===== config.mk =====
export PLATFORM = sky130hd
export DESIGN_NAME = serial_addsub_digit_flat
export DESIGN_NICKNAME = d
export VERILOG_FILES = /design/src/rtl/serial_addsub_digit_if.sv /design/src/rtl/serial_addsub_digit.sv /design/src/flat_wrapper.sv
export SDC_FILE = /design/constraint.sdc
export NUM_CORES = 1
export LEC_CHECK = 0
export ABC_AREA = 1
export BUFFER_PORTS_ARGS = -buffer_cell sky130_fd_sc_hd__buf_2
export CORE_AREA = 2 2 70 72
export DETAILED_ROUTE_END_ITERATION = 16
export DIE_AREA = 0 0 72 74
export GPL_TIMING_DRIVEN = 0
export PLACE_DENSITY_LB_ADDON = 0.15
export SETUP_SLACK_MARGIN = 0.2
export SLEW_MARGIN = 20
export SYNTH_ARGS = -nofsm -noshare
export SYNTH_HDL_FRONTEND = slang
export SYNTH_SLANG_ARGS = --single-unit

===== constraint.sdc =====
create_clock -name clock -period 1.85 [get_ports clock]
set_input_delay 0.37 -clock clock [delete_from_list [all_inputs] [get_ports clock]]
set_output_delay 0.37 -clock clock [all_outputs]
set_load 0.03 [all_outputs]

===== src/rtl/serial_addsub_digit_if.sv =====
// serial_addsub_digit_if: start/done handshake and operand/result bus for the digit-serial adder/subtractor
//   start, sub, ain, bin : requester -> datapath (request, op select, operands)
//   sum, cout, overflow  : datapath -> requester (held result)
//   busy, done           : datapath -> requester (status)
interface serial_addsub_digit_if #(parameter int WIDTH = 8);
  logic start;
  logic sub;
  logic [WIDTH-1:0] ain;
  logic [WIDTH-1:0] bin;
  logic [WIDTH-1:0] sum;
  logic cout;
  logic overflow;
  logic busy;
  logic done;
  modport master(output start, sub, ain, bin, input sum, cout, overflow, busy, done);
  modport slave(input start, sub, ain, bin, output sum, cout, overflow, busy, done);
endinterface


===== src/rtl/serial_addsub_digit.sv =====
// serial_addsub_digit: digit-serial A+B / A-B, DIGIT bits per clock, with carry-out and signed overflow
//   clock   : rising-edge clock
//   reset_n : synchronous active-low reset
//   io      : slave side of serial_addsub_digit_if (start/sub/ain/bin in; sum/cout/overflow/busy/done out)
module serial_addsub_digit #(
  parameter int WIDTH = 8,
  parameter int DIGIT = 1
) (
  input logic clock,
  input logic reset_n,
  serial_addsub_digit_if.slave io
);
  localparam int NDIG = WIDTH / DIGIT;
  localparam int CNT_W = $clog2(NDIG) + 1;
  if (WIDTH % DIGIT != 0) begin : g_bad_digit
    $error("WIDTH must be a multiple of DIGIT");
  end
  typedef enum logic [1:0] {IDLE = 2'd0, SHIFT = 2'd1, DONE = 2'd2} state_t;
  state_t state, state_n;
  logic [WIDTH-1:0] a, b, sum_r;
  logic carry, cout_r, ovf_r;
  logic [CNT_W-1:0] cnt;
  logic [DIGIT:0] dsum;
  logic [WIDTH+DIGIT-1:0] cat;
  always_comb begin
    state_n = state == IDLE  ? (io.start ? SHIFT : IDLE) :
              state == SHIFT ? (cnt == '0 ? DONE : SHIFT) :
              state == DONE  ? (io.start ? DONE : IDLE) : IDLE;
    dsum = {1'b0, a[DIGIT-1:0]} + {1'b0, b[DIGIT-1:0]} + (DIGIT+1)'(carry);
    cat = {dsum[DIGIT-1:0], sum_r};
  end
  always_ff @(posedge clock) begin
    if (!reset_n) begin
      state <= IDLE;
      a <= '0;
      b <= '0;
      sum_r <= '0;
      carry <= 1'b0;
      cout_r <= 1'b0;
      ovf_r <= 1'b0;
      cnt <= '0;
    end else begin
      state <= state_n;
      case (state)
        IDLE: if (io.start) begin
          a <= io.ain;
          b <= io.sub ? ~io.bin : io.bin;
          carry <= io.sub;
          sum_r <= '0;
          cnt <= CNT_W'(NDIG - 1);
        end
        SHIFT: begin
          a <= a >> DIGIT;
          b <= b >> DIGIT;
          carry <= dsum[DIGIT];
          sum_r <= cat[WIDTH+DIGIT-1:DIGIT];
          cnt <= cnt - 1'b1;
          if (cnt == '0) begin
            cout_r <= dsum[DIGIT];
            // carry into the MSB is recovered from the MSB sum bit and its two addend bits
            ovf_r <= a[DIGIT-1] ^ b[DIGIT-1] ^ dsum[DIGIT-1] ^ dsum[DIGIT];
          end
        end
        DONE: ;
        default: begin
          sum_r <= '0;
          cout_r <= 1'b0;
          ovf_r <= 1'b0;
        end
      endcase
    end
  end
  assign io.sum = sum_r;
  assign io.cout = cout_r;
  assign io.overflow = ovf_r;
  assign io.busy = state == SHIFT;
  assign io.done = state == DONE;
endmodule


===== src/flat_wrapper.sv =====
// flat-port wrapper written by rule: the top's interface ports become plain ports
module serial_addsub_digit_flat 
#(
  parameter int WIDTH = 8,
  parameter int DIGIT = 1
)
  (clock, reset_n, io_start, io_sub, io_ain, io_bin, io_sum, io_cout, io_overflow, io_busy, io_done);
  serial_addsub_digit_if #(.WIDTH(WIDTH)) io_i ();
  input logic clock;
  input logic reset_n;
  input wire logic [$bits(io_i.start)-1:0] io_start;
  input wire logic [$bits(io_i.sub)-1:0] io_sub;
  input wire logic [$bits(io_i.ain)-1:0] io_ain;
  input wire logic [$bits(io_i.bin)-1:0] io_bin;
  output wire logic [$bits(io_i.sum)-1:0] io_sum;
  output wire logic [$bits(io_i.cout)-1:0] io_cout;
  output wire logic [$bits(io_i.overflow)-1:0] io_overflow;
  output wire logic [$bits(io_i.busy)-1:0] io_busy;
  output wire logic [$bits(io_i.done)-1:0] io_done;
  assign io_i.start = io_start;
  assign io_i.sub = io_sub;
  assign io_i.ain = io_ain;
  assign io_i.bin = io_bin;
  assign io_sum = io_i.sum;
  assign io_cout = io_i.cout;
  assign io_overflow = io_i.overflow;
  assign io_busy = io_i.busy;
  assign io_done = io_i.done;
  serial_addsub_digit #(.WIDTH(WIDTH), .DIGIT(DIGIT)) u_core (.clock(clock), .reset_n(reset_n), .io(io_i));
endmodule

==> reports/summary.txt, run 1 <==
Top delay family on crit path: buffers and inverters
gr usage total: 0.137
clk buf depth: 2
cts bufs inserted: 5
vias in the first global route: 1194
synth top area cells: dfxtp_1 43%, nand2_1 14%, nor2_1 5.4%
period utilisation layout: 0.852
Max Clock Freq: 634 MHz
r2r setup slk: 0.39 ns
Core Region: 4600 µm²
delay of the slowest critical-path stage: 0.38 ns
Max-Slew Margin vs Limit: 0.642
Distinct cells, synth: 24
yosys warns: 0
ys flop type: dfxtp_1
Critical path buffers and inverters: 3
# diodes: 0
Max FO, Critical Path: 10
Crit Path Class: reg2out
area leader, netlist: dfxtp_1
Post-Route WL: 3.29 mm
Worst Hold Class: in2reg
run status: finished, final reports clean
Synth Register Bits: 33
number of synthesized flops with an enable pin: 0
hpwl dp: 2.37 mm
Post-DRT Antenna Nets: 0
P_leak: 0.842 nW
setup violators final: 0
worst skew pair latency: 0.28 ns
list of most frequent post-synthesis cells: 59 x nand2_1, 33 x dfxtp_1, 22 x nor2_1, 17 x inv_1, 16 x a21oi_1
startpoint types: flop
Post-Synthesis Cells: 207
Residual DRC: 0
Die Y: 74 µm
Avg Inst Size Synth: 7.40 µm²
H-tree Lvls: 2
Hold Vio Cnt, Final: 0
pwr/cell area: 904 nW/µm²
Nets: 267
Worst Tran Pin Value: 0.536 ns
Clock Tree Root: clkbuf_8
register area share after synthesis: 0.431
GPL Wtd Cong: 0.732
post-route cell area: 1860 µm²
boundary pin count: 32
clock tree sinks: 33
Starting DRT DRC Count: 70
Worst setup EP type: primary output
initial antenna violation count: 0
Cell Chain, Critical Path: inv_2, nor2_4, buf_6, buf_4
Clock Skews: 0.00216 ns
Max rail drop VDD: 0.000452 V
CP max stage cell: dfxtp_4
most common cell in the netlist: nand2_1
Clock transition at path regs: 0.06 ns
vias per std cell: 4.54
Syn Std Cell Area: 1530 µm²
largest net degree at the start of global routing: 11
RSZ-0062 raised after global routing: yes
CTS tree: done
first-pass GRT wire length: 5.61 mm
die area: 5330 µm²
WP data arrival: 1.21 ns
detailed-route wire length per cell: 11.0 µm
I/O Buffers: 30
post-route setup TNS: 0 ns
Pins Over Slew Limit: 0
aggregate global routing overflow: 0
Area Overhead vs Synth: 21.2%
ys async rst share: 0
Yosys top cell area share: 0.431
vias post-DR: 1356
Max Cap Viol: 0
Mapped Nets: 229
First-pass DRT Iterations: 4
DP Area: 1750 µm²
starting density of the core: 0.333
row cnt: 25
crit path time final: 1.58 ns
chip width: 72 µm
WP data required: 1.48 ns
layout cells sized above 1: 0.224
==> state kept, by name, indices dropped and copies added (netlist names) <==
| name | flops |
|---|---|
| u_core.io.sum | 8 |
| u_core.carry | 1 |
| u_core.b | 8 |
| u_core.cnt | 4 |
| u_core.state | 2 |
| u_core.io.overflow | 1 |
| u_core.io.cout | 1 |
| u_core.a | 8 |
==> cell type report <==
cell class | instances | area (µm²)
Buffer | 8 | 56.3
Clock buffer | 7 | 86.3
Fill cell | 505 | 2740
Inverter | 19 | 71.3
Multi-Input combinational cell | 147 | 751
Sequential cell | 33 | 666
Tap cell | 54 | 67.6
Timing Repair Buffer | 31 | 160
==> worst paths after layout <==
| check | startpoint | end | cells past startpoint |
|---|---|---|---|
| setup / recovery | u_core.state[0] | io_busy | 4 |
| hold / removal | io_ain[6] | u_core.a[6] | 3 |
| setup reg to reg | u_core.b[0] | u_core.io.overflow | 8 |
| hold reg to reg | u_core.a[7] | u_core.a[7] | 2 |
==> cell families (layout without fill, tap and decap cells) <==
logic type      Yosys count  count (layout)  share of synthesized area
buf+inv                  27              65                     0.0808
fa+ha+maj                 2               2                     0.0212
flops                    33              33                      0.431
xor+xnor                  9               9                     0.0514
simple gates            105             105                      0.304
compound gates           31              31                      0.111
==> metal layers <==
metal,wire (µm),track usage,vias up
met5,0,0,-
met4,50,0.0503,0
met3,117,0.0407,6
met2,1440,0.202,18
met1,1680,0.192,599
li1,-,-,733
==> per-stage QoR <==
stage	setup slack (ns)	instances	total power, mW	hold WS, ns	util
2_1_floorplan	0.504	207	1.06	0.436	-
3_3_place_gp	0.342	291	1.16	0.449	0.381
3_5_place_dp	0.343	291	1.16	0.455	0.381
4_1_cts	0.201	298	1.70	0.348	0.401
5_1_grt	0.195	299	1.80	0.342	0.404
6_report	0.273	299	1.68	0.347	0.404
==> report_power, final <==
group | internal [mW] | switching (mW)
sequential | 0.767 | 0.0327
clock | 0.295 | 0.238
combinational | 0.135 | 0.213
==> repair_timing <==
action / CTS / global route
buffers inserted: 0 / 1
gates resized for setup: 3 / 3
endpoints found under the setup margin: 1 / 2
hold buffers: 0 / 0
gates cloned: 0 / 0
pin swaps: 0 / 1
==> tightest hold or removal path, delay by kind of cell <==
kind | cells | cell delay (ns)
buf+inv | 1 | 0.07
simple gates | 2 | 0.13
==> layout by cell type (no fill, tap or decap), types with 6 or more instances in the layout <==
| master | count |
|---|---|
| a21oi_1 | 16 |
| buf_2 | 32 |
| clkbuf_8 | 6 |
| dfxtp_1 | 31 |
| inv_1 | 17 |
| nand2_1 | 59 |
| nand3_1 | 12 |
| nor2_1 | 22 |
| nor3_1 | 6 |
| o21ai_0 | 7 |
| xor2_1 | 9 |
Power figures use the tool's default switching activity.
==> inputs of run 2 (changes only) <==
--- a/config.mk
+++ b/config.mk
@@ -12,7 +12,7 @@
 export DIE_AREA = 0 0 72 74
 export GPL_TIMING_DRIVEN = 0
 export PLACE_DENSITY_LB_ADDON = 0.15
-export SETUP_SLACK_MARGIN = 0.2
+export SETUP_SLACK_MARGIN = 0.3
 export SLEW_MARGIN = 20
 export SYNTH_ARGS = -nofsm -noshare
 export SYNTH_HDL_FRONTEND = slang
==> run 2 against run 1 <==
- clock-buffer cell count unchanged
- combinational power rose by 1%
- critical path type unchanged
- fmax grew 7.8%
- clock power about the same
- largest power group unchanged
- flip-flop and latch count did not move
- die area stayed put
- sequential power about the same
- sequential share of layout area down 0.22 points
- critical path depth is the same
==> reports/summary.txt, run 2 (synthesis results as in run 1) <==
hpwl dp: 2.37 mm
Clock transition at path regs: 0.06 ns
layout cells sized above 1: 0.236
Pins Over Slew Limit: 0
pwr/cell area: 898 nW/µm²
setup violators final: 0
crit path time final: 1.46 ns
final instance count without filler cells: 300
r2r setup slk: 0.40 ns
period utilisation layout: 0.791
row cnt: 25
post-route cell area: 1880 µm²
Post-Route WL: 3.26 mm
DP Area: 1750 µm²
# diodes: 0
WP data required: 1.48 ns
clk buf depth: 2
First-pass DRT Iterations: 4
Nets: 268
P_leak: 0.849 nW
starting density of the core: 0.333
startpoint types: flop
Reg2Reg Depth: 8
Worst Hold Class: in2reg
hold endpoint: u_core.a[6]
clock tree sinks: 33
chip width: 72 µm
Area Overhead vs Synth: 22.4%
vias per std cell: 4.56
Worst Tran Pin Value: 0.548 ns
gr usage total: 0.137
H-tree Lvls: 2
Clock Tree Root: clkbuf_8
post-route setup TNS: 0 ns
commonest non-fill, non-tap cell in the layout: nand2_1
Cell Chain, Critical Path: inv_4, nor2_4, buf_6, buf_6
worst reg2reg startpoint: u_core.carry
delay of the slowest critical-path stage: 0.39 ns
Worst setup EP type: primary output
initial antenna violation count: 0
Max Cap Viol: 0
boundary pin count: 32
I/O Buffers: 30
first-pass GRT wire length: 5.61 mm
CP max stage cell: dfxtp_4
RSZ-0062 raised after global routing: yes
Critical path buffers and inverters: 3
min-delay src: io_ain[6]
most frequent cells in the layout: 59 x nand2_1, 31 x buf_2, 29 x dfxtp_1
Max rail drop VDD: 0.000452 V
WP data arrival: 1.09 ns
Max-Slew Margin vs Limit: 0.635
GPL Wtd Cong: 0.732
largest net degree at the start of global routing: 11
Hold Vio Cnt, Final: 0
Residual DRC: 0
Cells after DPL: 291
die area: 5330 µm²
Top delay family on crit path: flip-flops
Hold Path Stages: 3
Die Y: 74 µm
RR Endpoint: u_core.io.overflow
Clock Skews: 0.00202 ns
fillcell total: 505
Max FO, Critical Path: 9
hold_ws: 0.348 ns
cts bufs inserted: 5
vias post-DR: 1368
aggregate global routing overflow: 0
Starting DRT DRC Count: 74
worst skew pair latency: 0.28 ns
CTS tree: done
run status: finished, final reports clean
Post-DRT Antenna Nets: 0
Crit Path Class: reg2out
CP most frequent cell: buf_6
Max Clock Freq: 684 MHz
detailed-route wire length per cell: 10.9 µm
vias in the first global route: 1200
Core Region: 4600 µm²
run 2: cell count changes in the layout (fill, tap and decap cells not counted), sizes merged:
cell | previous run | this run
clkbuf | 9 | 10
run 2: layout make-up:
type / count / area, µm² / share of cell area
tap: 54 / 67.6 / 0.0360
buffer: 8 / 56.3 / 0.0300
inverter: 19 / 73.8 / 0.0393
clock buffer: 7 / 86.3 / 0.0460
sequential: 33 / 668 / 0.356
multi-input combinational: 147 / 751 / 0.400
timing repair buffer: 32 / 174 / 0.0927
run 2: stage by stage:
step | power (mW) | setup slack (ns) | utilization
floorplan | 1.06 | 0.504 | -
global placement | 1.16 | 0.342 | 0.381
detailed placement | 1.16 | 0.343 | 0.381
CTS | 1.71 | 0.319 | 0.405
global route | 1.81 | 0.280 | 0.408
finish | 1.69 | 0.387 | 0.408
run 2: layer usage:
layer,share of wire,up-vias,track usage
li1,-,734,-
met1,0.50,603,0.192
met2,0.44,25,0.202
met3,0.045,6,0.0407
met4,0.015,0,0.0503
met5,0,-,0
run 2: power breakdown:
| part | internal [mW] | switching [mW] | leakage (nW) |
|---|---|---|---|
| Combinational | 0.140 | 0.213 | 0.532 |
| Sequential | 0.767 | 0.0335 | 0.272 |
| Clock | 0.295 | 0.237 | 0.0443 |
run 2: how the worst max path moves through the flow:
stage,start,end,slack [ns],cells past startpoint
after floorplan,u_core.carry,u_core.io.overflow,0.50,8
after global placement,u_core.state[0],io_busy,0.34,4
after detailed placement,u_core.state[0],io_busy,0.34,4
after CTS,u_core.state[1],io_done,0.32,3
after global routing,u_core.a[0],u_core.io.overflow,0.28,8
final,u_core.state[0],io_busy,0.39,4
run 2: tightest hold or removal path: cells and delay by family:
family        cells  cell delay [ns]
buf+inv           1             0.07
simple gates      2             0.13
run 2: what timing repair did:
item                                    CTS  global route
pin swaps                                 1             0
endpoints found under the setup margin    1             3
gates resized for setup                   6             5
buffers inserted                          1             1
hold buffers                              0             0
